===== config.mk =====
export PLATFORM = sky130hd
export DESIGN_NAME = ifetch_unit_flat
export DESIGN_NICKNAME = d
export VERILOG_FILES = /design/src/rtl/ifetch_unit_if.sv /design/src/rtl/ifetch_unit.sv /design/src/flat_wrapper.sv
export SDC_FILE = /design/constraint.sdc
export NUM_CORES = 1
export LEC_CHECK = 0
export BUFFER_PORTS_ARGS = -buffer_cell sky130_fd_sc_hd__clkbuf_2
export CAP_MARGIN = 10
export CORE_MARGIN = 2
export CORE_UTILIZATION = 35
export CTS_CLUSTER_DIAMETER = 150
export CTS_CLUSTER_SIZE = 25
export DETAILED_ROUTE_END_ITERATION = 8
export HOLD_SLACK_MARGIN = 0.05
export PLACE_DENSITY = 0.58
export SLEW_MARGIN = 25
export SYNTH_ARGS = -nofsm -noshare
export SYNTH_HDL_FRONTEND = slang
export SYNTH_SLANG_ARGS = --single-unit

===== constraint.sdc =====
create_clock -name clk -period 5.1 [get_ports clk]
set_clock_uncertainty 0.05 [all_clocks]
set_input_delay 0.765 -clock clk [delete_from_list [all_inputs] [get_ports clk]]
set_output_delay 0.765 -clock clk [all_outputs]
set_load 0.01 [all_outputs]

===== src/rtl/ifetch_unit_if.sv =====
// Fetch-stage bundle: decode/ALU controls in, ROM address/data, and the instruction presented to decode.
interface ifetch_unit_if #(
    parameter int IMEM_AW = 14
) ();
    logic               stall;
    logic               branch;
    logic               zero;
    logic               jal;
    logic               jalr;
    logic [31:0]        imm32;
    logic [31:0]        alu_result;
    logic [IMEM_AW-1:0] imem_addr;
    logic [31:0]        imem_rdata;
    logic [31:0]        inst;
    logic [31:0]        pc;
    logic [31:0]        pc_plus4;
    logic               inst_valid;
    logic               fault;

    modport master (
        input  stall, branch, zero, jal, jalr, imm32, alu_result, imem_rdata,
        output imem_addr, inst, pc, pc_plus4, inst_valid, fault
    );

    modport slave (
        output stall, branch, zero, jal, jalr, imm32, alu_result, imem_rdata,
        input  imem_addr, inst, pc, pc_plus4, inst_valid, fault
    );
endinterface


===== src/rtl/ifetch_unit.sv =====
// Multi-cycle fetch: FETCH -> WAIT (IMEM_LAT cycles) -> EXEC, so IMEM_LAT+2 cycles per instruction.
// stall holds EXEC with inst/pc frozen; a misaligned next PC parks the unit in HALT until reset.
module ifetch_unit #(
    parameter logic [31:0] RESET_PC = 32'h0000_0000,
    parameter int          IMEM_AW  = 14,
    parameter int          IMEM_LAT = 1
) (
    input  logic          clk,
    input  logic          rst,
    ifetch_unit_if.master bus
);
    localparam logic [31:0] NOP_INST = 32'h0000_0013;
    localparam logic [1:0]  LAST_CNT = 2'(IMEM_LAT - 1);

    typedef enum logic [1:0] {
        S_FETCH,
        S_WAIT,
        S_EXEC,
        S_HALT
    } state_e;

    state_e      state_q, state_d;
    logic [1:0]  cnt_q, cnt_d;
    logic [31:0] pc_q, pc_d;
    logic [31:0] inst_q, inst_d;
    logic        fault_q, fault_d;

    logic [31:0] pc_plus4;
    logic [31:0] rel_target;
    logic [31:0] next_pc;
    logic        unused_alu_bit0;

    assign unused_alu_bit0 = bus.alu_result[0];

    // jalr beats jal beats taken branch; jalr target always has bit 0 cleared.
    always_comb begin
        pc_plus4   = pc_q + 32'd4;
        rel_target = pc_q + bus.imm32;
        if (bus.jalr) begin
            next_pc = {bus.alu_result[31:1], 1'b0};
        end else if (bus.jal || (bus.branch && bus.zero)) begin
            next_pc = rel_target;
        end else begin
            next_pc = pc_plus4;
        end
    end

    always_comb begin
        state_d = state_q;
        cnt_d   = cnt_q;
        pc_d    = pc_q;
        inst_d  = inst_q;
        fault_d = fault_q;
        unique case (state_q)
            S_FETCH: begin
                cnt_d   = 2'd0;
                state_d = S_WAIT;
            end
            S_WAIT: begin
                if (cnt_q == LAST_CNT) begin
                    inst_d  = bus.imem_rdata;
                    cnt_d   = 2'd0;
                    state_d = S_EXEC;
                end else begin
                    cnt_d = cnt_q + 2'd1;
                end
            end
            S_EXEC: begin
                if (!bus.stall) begin
                    if (next_pc[1]) begin
                        fault_d = 1'b1;
                        state_d = S_HALT;
                    end else begin
                        pc_d    = next_pc;
                        state_d = S_FETCH;
                    end
                end
            end
            S_HALT: begin
                state_d = S_HALT;
            end
            default: begin
                state_d = S_FETCH;
            end
        endcase
    end

    always_ff @(posedge clk) begin
        if (rst) begin
            state_q <= S_FETCH;
            cnt_q   <= 2'd0;
            pc_q    <= RESET_PC;
            inst_q  <= NOP_INST;
            fault_q <= 1'b0;
        end else begin
            state_q <= state_d;
            cnt_q   <= cnt_d;
            pc_q    <= pc_d;
            inst_q  <= inst_d;
            fault_q <= fault_d;
        end
    end

    // Word address aliases: PC bits above the ROM range are dropped.
    assign bus.imem_addr  = pc_q[IMEM_AW+1:2];
    assign bus.inst       = inst_q;
    assign bus.pc         = pc_q;
    assign bus.pc_plus4   = pc_plus4;
    assign bus.inst_valid = (state_q == S_EXEC);
    assign bus.fault      = fault_q;
endmodule


===== src/flat_wrapper.sv =====
// flat-port wrapper written by rule: the top's interface ports become plain ports
module ifetch_unit_flat 
#(
    parameter logic [31:0] RESET_PC = 32'h0000_0000,
    parameter int          IMEM_AW  = 14,
    parameter int          IMEM_LAT = 1
)
  (clk, rst, bus_stall, bus_branch, bus_zero, bus_jal, bus_jalr, bus_imm32, bus_alu_result, bus_imem_rdata, bus_imem_addr, bus_inst, bus_pc, bus_pc_plus4, bus_inst_valid, bus_fault);
  ifetch_unit_if #(.IMEM_AW(IMEM_AW)) bus_i ();
  input  logic clk;
  input  logic rst;
  input wire logic [$bits(bus_i.stall)-1:0] bus_stall;
  input wire logic [$bits(bus_i.branch)-1:0] bus_branch;
  input wire logic [$bits(bus_i.zero)-1:0] bus_zero;
  input wire logic [$bits(bus_i.jal)-1:0] bus_jal;
  input wire logic [$bits(bus_i.jalr)-1:0] bus_jalr;
  input wire logic [$bits(bus_i.imm32)-1:0] bus_imm32;
  input wire logic [$bits(bus_i.alu_result)-1:0] bus_alu_result;
  input wire logic [$bits(bus_i.imem_rdata)-1:0] bus_imem_rdata;
  output wire logic [$bits(bus_i.imem_addr)-1:0] bus_imem_addr;
  output wire logic [$bits(bus_i.inst)-1:0] bus_inst;
  output wire logic [$bits(bus_i.pc)-1:0] bus_pc;
  output wire logic [$bits(bus_i.pc_plus4)-1:0] bus_pc_plus4;
  output wire logic [$bits(bus_i.inst_valid)-1:0] bus_inst_valid;
  output wire logic [$bits(bus_i.fault)-1:0] bus_fault;
  assign bus_i.stall = bus_stall;
  assign bus_i.branch = bus_branch;
  assign bus_i.zero = bus_zero;
  assign bus_i.jal = bus_jal;
  assign bus_i.jalr = bus_jalr;
  assign bus_i.imm32 = bus_imm32;
  assign bus_i.alu_result = bus_alu_result;
  assign bus_i.imem_rdata = bus_imem_rdata;
  assign bus_imem_addr = bus_i.imem_addr;
  assign bus_inst = bus_i.inst;
  assign bus_pc = bus_i.pc;
  assign bus_pc_plus4 = bus_i.pc_plus4;
  assign bus_inst_valid = bus_i.inst_valid;
  assign bus_fault = bus_i.fault;
  ifetch_unit #(.RESET_PC(RESET_PC), .IMEM_AW(IMEM_AW), .IMEM_LAT(IMEM_LAT)) u_core (.clk(clk), .rst(rst), .bus(bus_i));
endmodule

# [Word-level counts from Yosys, hierarchy flattened]
# Index checks and enable logic that the tools add are counted.
# Widths: inputs -> output; s select.
[totals] ram_bits=0 romBits=0 word_cells=32 n_memories=0 inputBits=103 latchBits=0 out_inout_bits=112 ff_bits=68
[op_classes] add_sub_neg=3 n_bitwise=2 n_lt_le_gt_ge=0 n_reduce_logical=9 mul=0 n_eq_ne=5 shifts=0 mux=8 div=0
[ops] cell="$mux 32" n=2
[ops] cell="$add 32x3->32 const B" n=1
[ops] cell="$add 32x32->32" n=1
[ops] cell="$mux 2" n=4
[ops] cell="$pmux 2 s4" n=1
[ops] cell="$reduce_and 3->1" n=2
[ops] cell="$eq 2x2->1 const B" n=2
[ops] cell="$logic_not 2->1" n=2
[ops] cell="$pmux 2 s2" n=1
[ops] cell="$reduce_and 2->1" n=2
[ops] cell="$add 2x1->2 const B" n=1
[ops] cell="$eq 2x1->1 const B" n=1
[ops] cell="$ne 2x1->1 const B" n=1
[ops] cell="$ne 2x2->1 const B" n=1
[ops] cell="$not 1->1" n=2
[ops] cell="$reduce_bool 2->1" n=1
[ops] cell="$logic_and 1x1->1" n=1
[ops] cell="$logic_or 1x1->1" n=1

# [Depth between registers and ports, before layout]
[logic_depth] depth_word=7 ltp_mapped=10 ltp_nobuf=10

# [Worst setup path before layout]
# OpenSTA, ideal clock, no wires.
[synth_path] path_kind="input -> register" from="input bus_imm32[25]" to="register u_core.pc_q[31] (netlist: u_core.bus.pc[31])" t_arrival_ns=2.974 path_slack_ns=2.003 stages=9 path_cell_list="ha_1 or2_2 a31o_2 a21boi_0 o31ai_1 or4_4 a21o_1 a2111o_1 o211ai_2"
[synth_between] elab_chain_cells=3
[synth_rtl] item="from (decl)" line_no="flat_wrapper.sv:17" source="input wire logic [$bits(bus_i.imm32)-1:0] bus_imm32;"
[synth_rtl] item="$add 32x32->32" line_no="ifetch_unit.sv:38" source="rel_target = pc_q + bus.imm32;"
[synth_rtl] item="$mux 32" line_no="ifetch_unit.sv:41" source="end else if (bus.jal || (bus.branch && bus.zero)) begin"
[synth_rtl] item="$mux 32" line_no="ifetch_unit.sv:39" source="if (bus.jalr) begin"
[synth_rtl] item="to (signal assigned)" line_no="ifetch_unit.sv:98" source="pc_q <= pc_d;"
[synth_rtl] item="to (decl)" line_no="ifetch_unit.sv:24" source="logic [31:0] pc_q, pc_d;"
# No other way between the ends.
# A chain may end at the register's enable or synchronous reset.

# [Worst setup path in the final report]
[layout_path] from="register u_core.pc_q[8] (netlist: u_core.bus.pc[8])" to="output bus_pc_plus4[31]"
[layout_between] elab_chain_cells=1
[layout_rtl] item="$add 32x3->32" line_no="ifetch_unit.sv:37" source="pc_plus4 = pc_q + 32'd4;"
[layout_rtl] item="to (decl)" line_no="flat_wrapper.sv:23" source="output wire logic [$bits(bus_i.pc_plus4)-1:0] bus_pc_plus4;"
# No other way between the ends.

==> results.toml <==
[outcome]
outcome = "finished clean"

[setup_path]
slowest_stage = "nor3_1"
crit_path_start = "u_core.bus.pc[8]"
critPathCapture = "bus_pc_plus4[31]"
worstPathRequired_ns = 4.28
crit_chain = "and4_1, nand4_1, nor3_1, nand2_1, xnor2_1, clkbuf_2"
path_class = "flop to output port"
max_stage_delay_ns = 0.64
start_kind = "flop"
r2r_slack_ns = 1.93
cp.arrival_ns = 2.86
cp_max_fo = 9
r2r_cells = 9
worstReg2RegEnd = "u_core.bus.pc[24]"
r2r-start = "u_core.bus.pc[7]"
cp-end-kind = "output port"

[placed_design]
finalWeightedCongestion = 0.965
dp_hpwl_mm = 14.5
port_buffers = 211
placed_area_sq_um = 6480

[final_layout]
num_antenna_cells = 0
fin_area_sq_um = 6790
nets = 1045
drive_gt1_share_pct = 28.4
syn_to_final_growth_pct = 25.5

[timing]
finalCritPeriodShare_pct = 72.1
timing.setup.tns_ns = 0
finalSetupViolations = 0
finalCriticalPeriod_ns = 3.68
grt_setup_unrepaired = "false"
finalHoldViolations = 0
worst_slew_pin_slew_ns = 0.789
maxSlewViolCount = 0
max_freq_mhz = 272
slew_headroom_pct = 47.2

[synthesis]
synth_top_area_share_pct = 25.2
synth_cells = 727
synth_cell_types = 74
netlist_area_sq_um = 5410
ys_seq_area_share_pct = 25.2
yosysWarnings = 0
synth-seq-cells = 68
synth_edf_count = 0
synth_top_area_cell = "dfxtp_1"
synthTopCellsByArea = "dfxtp_1 (25%), nand2_1 (8.5%), ha_1 (7.9%)"
synth-main-ff-cell = "dfxtp_1"
synth.avg_cell_area_sq_um = 7.44
async_reset_ff_share_pct = 0

[clock_tree]
clock_sinks = 68
cts.clk_slew.worst_paths_ns = 0.06
cts_buffers = 9
ctsResizeCount = 0
clock_path_buffers = 2
clk_latency_ns = 0.34
cts_root_buffer = "clkbuf_16"
htree_levels = 3
cts_tree = "done"
post-cts-setup-buffers = 0
ctsHoldBuffers = 0

[detailed_routing]
wl_met2_mm = 8.86
post_drt_wl_per_cell_um = 17.4
met1_length_mm = 8.82
dr.pass1.iters = 5
routed.top_layer = "met4"
drc = 0
drt_iter0_drc = 390
ant_nets = 0
via_count = 6049
vias_per_cell = 5.49
wl_met3_mm = 1.13
routed_wirelength_mm = 19.1

[global_routing]
antenna_found_initial = 0
grt_pass1_wl_mm = 29.3
grt_max_degree = 56
grt.total_usage_pct = 22.6
gr-total-overflow = 0
grt_pass1_vias = 5507

[floorplanning]
ios = 215
dieHeight_um = 128
die_area_sq_um = 16500
initial_core_util_pct = 35.7
row_count = 45
die_w_um = 128
core_area_sq_um = 15100

[pwr]
ir_drop_v = 0.000163
powerDensity_nw_per_um2 = 241
leakage_nw = 3.13

[min_path]
whs_path_depth = 2
hp-class = "flop to flop"

[run]
maxCapViolCount = 0
==> metrics by stage <==
stage                     setup WS, ns  hold WS, ns  utilization (%)  power [mW]  instances
after floorplan                   2.00        0.413                -       0.846        728
after global placement            1.60        0.393             42.8       0.990       1085
after detailed placement          1.60        0.396             42.8       0.990       1085
after CTS                         1.47        0.405             44.8        1.66       1101
after global routing              1.26        0.431             44.8        1.72       1101
final                             1.42        0.404             44.8        1.64       1101
==> synth_stat cells, types with 3 or more instances <==
cell type,count
nand2_1,123
o31ai_1,8
a21boi_0,6
dfxtp_1,68
a31oi_1,8
mux2i_1,6
nor2b_1,5
or2_2,6
nor3_1,19
xor2_1,15
nor2_1,48
and4_1,4
a221oi_1,4
nand3_1,24
nor4_1,6
and2_1,3
inv_1,17
nand2b_1,10
xnor2_1,26
o311a_1,3
clkbuf_1,29
a221o_1,3
buf_4,18
a21oi_1,70
clkbuf_8,3
o21ai_0,36
a32o_1,3
nand4_1,12
ha_1,34
o21a_1,7
o22ai_1,3
a211oi_1,13
o211ai_1,14
and3_1,8
or3_1,4
a21o_1,12
o311ai_0,4
==> worst min path at each step <==
stage	from	endpoint	slack [ns]
final	u_core.bus.inst[25]	u_core.bus.inst[25]	0.40
after global routing	u_core.bus.inst[26]	u_core.bus.inst[26]	0.43
after CTS	u_core.bus.inst[26]	u_core.bus.inst[26]	0.40
after detailed placement	u_core.bus.inst[26]	u_core.bus.inst[26]	0.40
after global placement	u_core.bus.inst[29]	u_core.bus.inst[29]	0.39
after floorplan	u_core.state_q[0]	u_core.state_q[1]	0.41
==> per-layer routing <==
metal | vias up | global-route usage, %
met4 | 0 | 7.43
met2 | 199 | 36.5
li1 | 2994 | -
met3 | 24 | 4.80
met1 | 2832 | 30.2
met5 | - | 0
==> cell usage in the layout, fill, tap and decap left out, types with 3 or more instances in the layout <==
master     netlist  final
inv_1           17     17
inv_6            0      3
nand4_1         12     12
a21boi_0         6      6
a221o_1          3      3
nor2b_1          5      5
a221oi_1         4      4
o311a_1          3      3
a32o_1           3      3
o311ai_0         4      4
o21ai_0         36     36
o21a_1           7      7
nand3_1         24     24
o31ai_1          8      8
dfxtp_1         68     68
nand2b_1        10     10
clkbuf_2         1    211
nor2_1          48     48
nor3_1          19     19
xnor2_1         26     26
a31oi_1          8      8
nand2_1        123    122
and4_1           4      4
ha_1            34     34
nor4_1           6      6
a211oi_1        13     13
o211ai_1        14     14
xor2_1          15     15
or3_1            4      4
or2_2            6      6
o22ai_1          3      3
a21oi_1         70     70
and2_1           3      3
buf_4           18      9
mux2i_1          6      6
and3_1           8      8
clkbuf_16        0      9
a21o_1          12     12
==> registers in the layout, summed over array words and instances, names as in the netlist <==
name / count
u_core.bus.fault: 1
u_core.cnt_q: 2
u_core.bus.inst: 32
u_core.bus.pc: 31
u_core.state_q: 2
==> worst max-delay path, delay by kind of cell (launching register included) <==
kind                      cells  cell delay, ns
xor gates and xnor gates      1            0.23
buffers and inverters         1            0.20
DFF                           1            0.51
and+or+nand+nor               4            1.59
==> area by class of cell <==
class,count,area (sq um)
repair buffers,220,1120
fillers,1639,8360
multi-input cells,591,3700
clock buffers,9,225
well taps,188,235
flip-flops and latches,68,1360
inverters,18,67.6
clock inverters,7,81.3
==> logic make-up after synthesis <==
family / count (synthesis) / share of synthesized area [%]
XOR/XNOR: 41 / 6.64
other: 1 / 0.0693
multiplexers: 6 / 1.11
flip-flops: 68 / 25.2
adder cells (fa/ha/maj): 34 / 7.86
AND/OR/NAND/NOR: 284 / 25.0
buffers and inverters: 69 / 6.62
AO/OA/AOI/OAI: 224 / 27.5
==> report_power, final <==
group	total (mW)	switching [mW]	internal (mW)
Clock	0.656	0.271	0.386
Sequential	0.594	0.0311	0.563
Combinational	0.386	0.230	0.156
Total	1.64	0.532	1.10
Power figures use the tool's default switching activity.
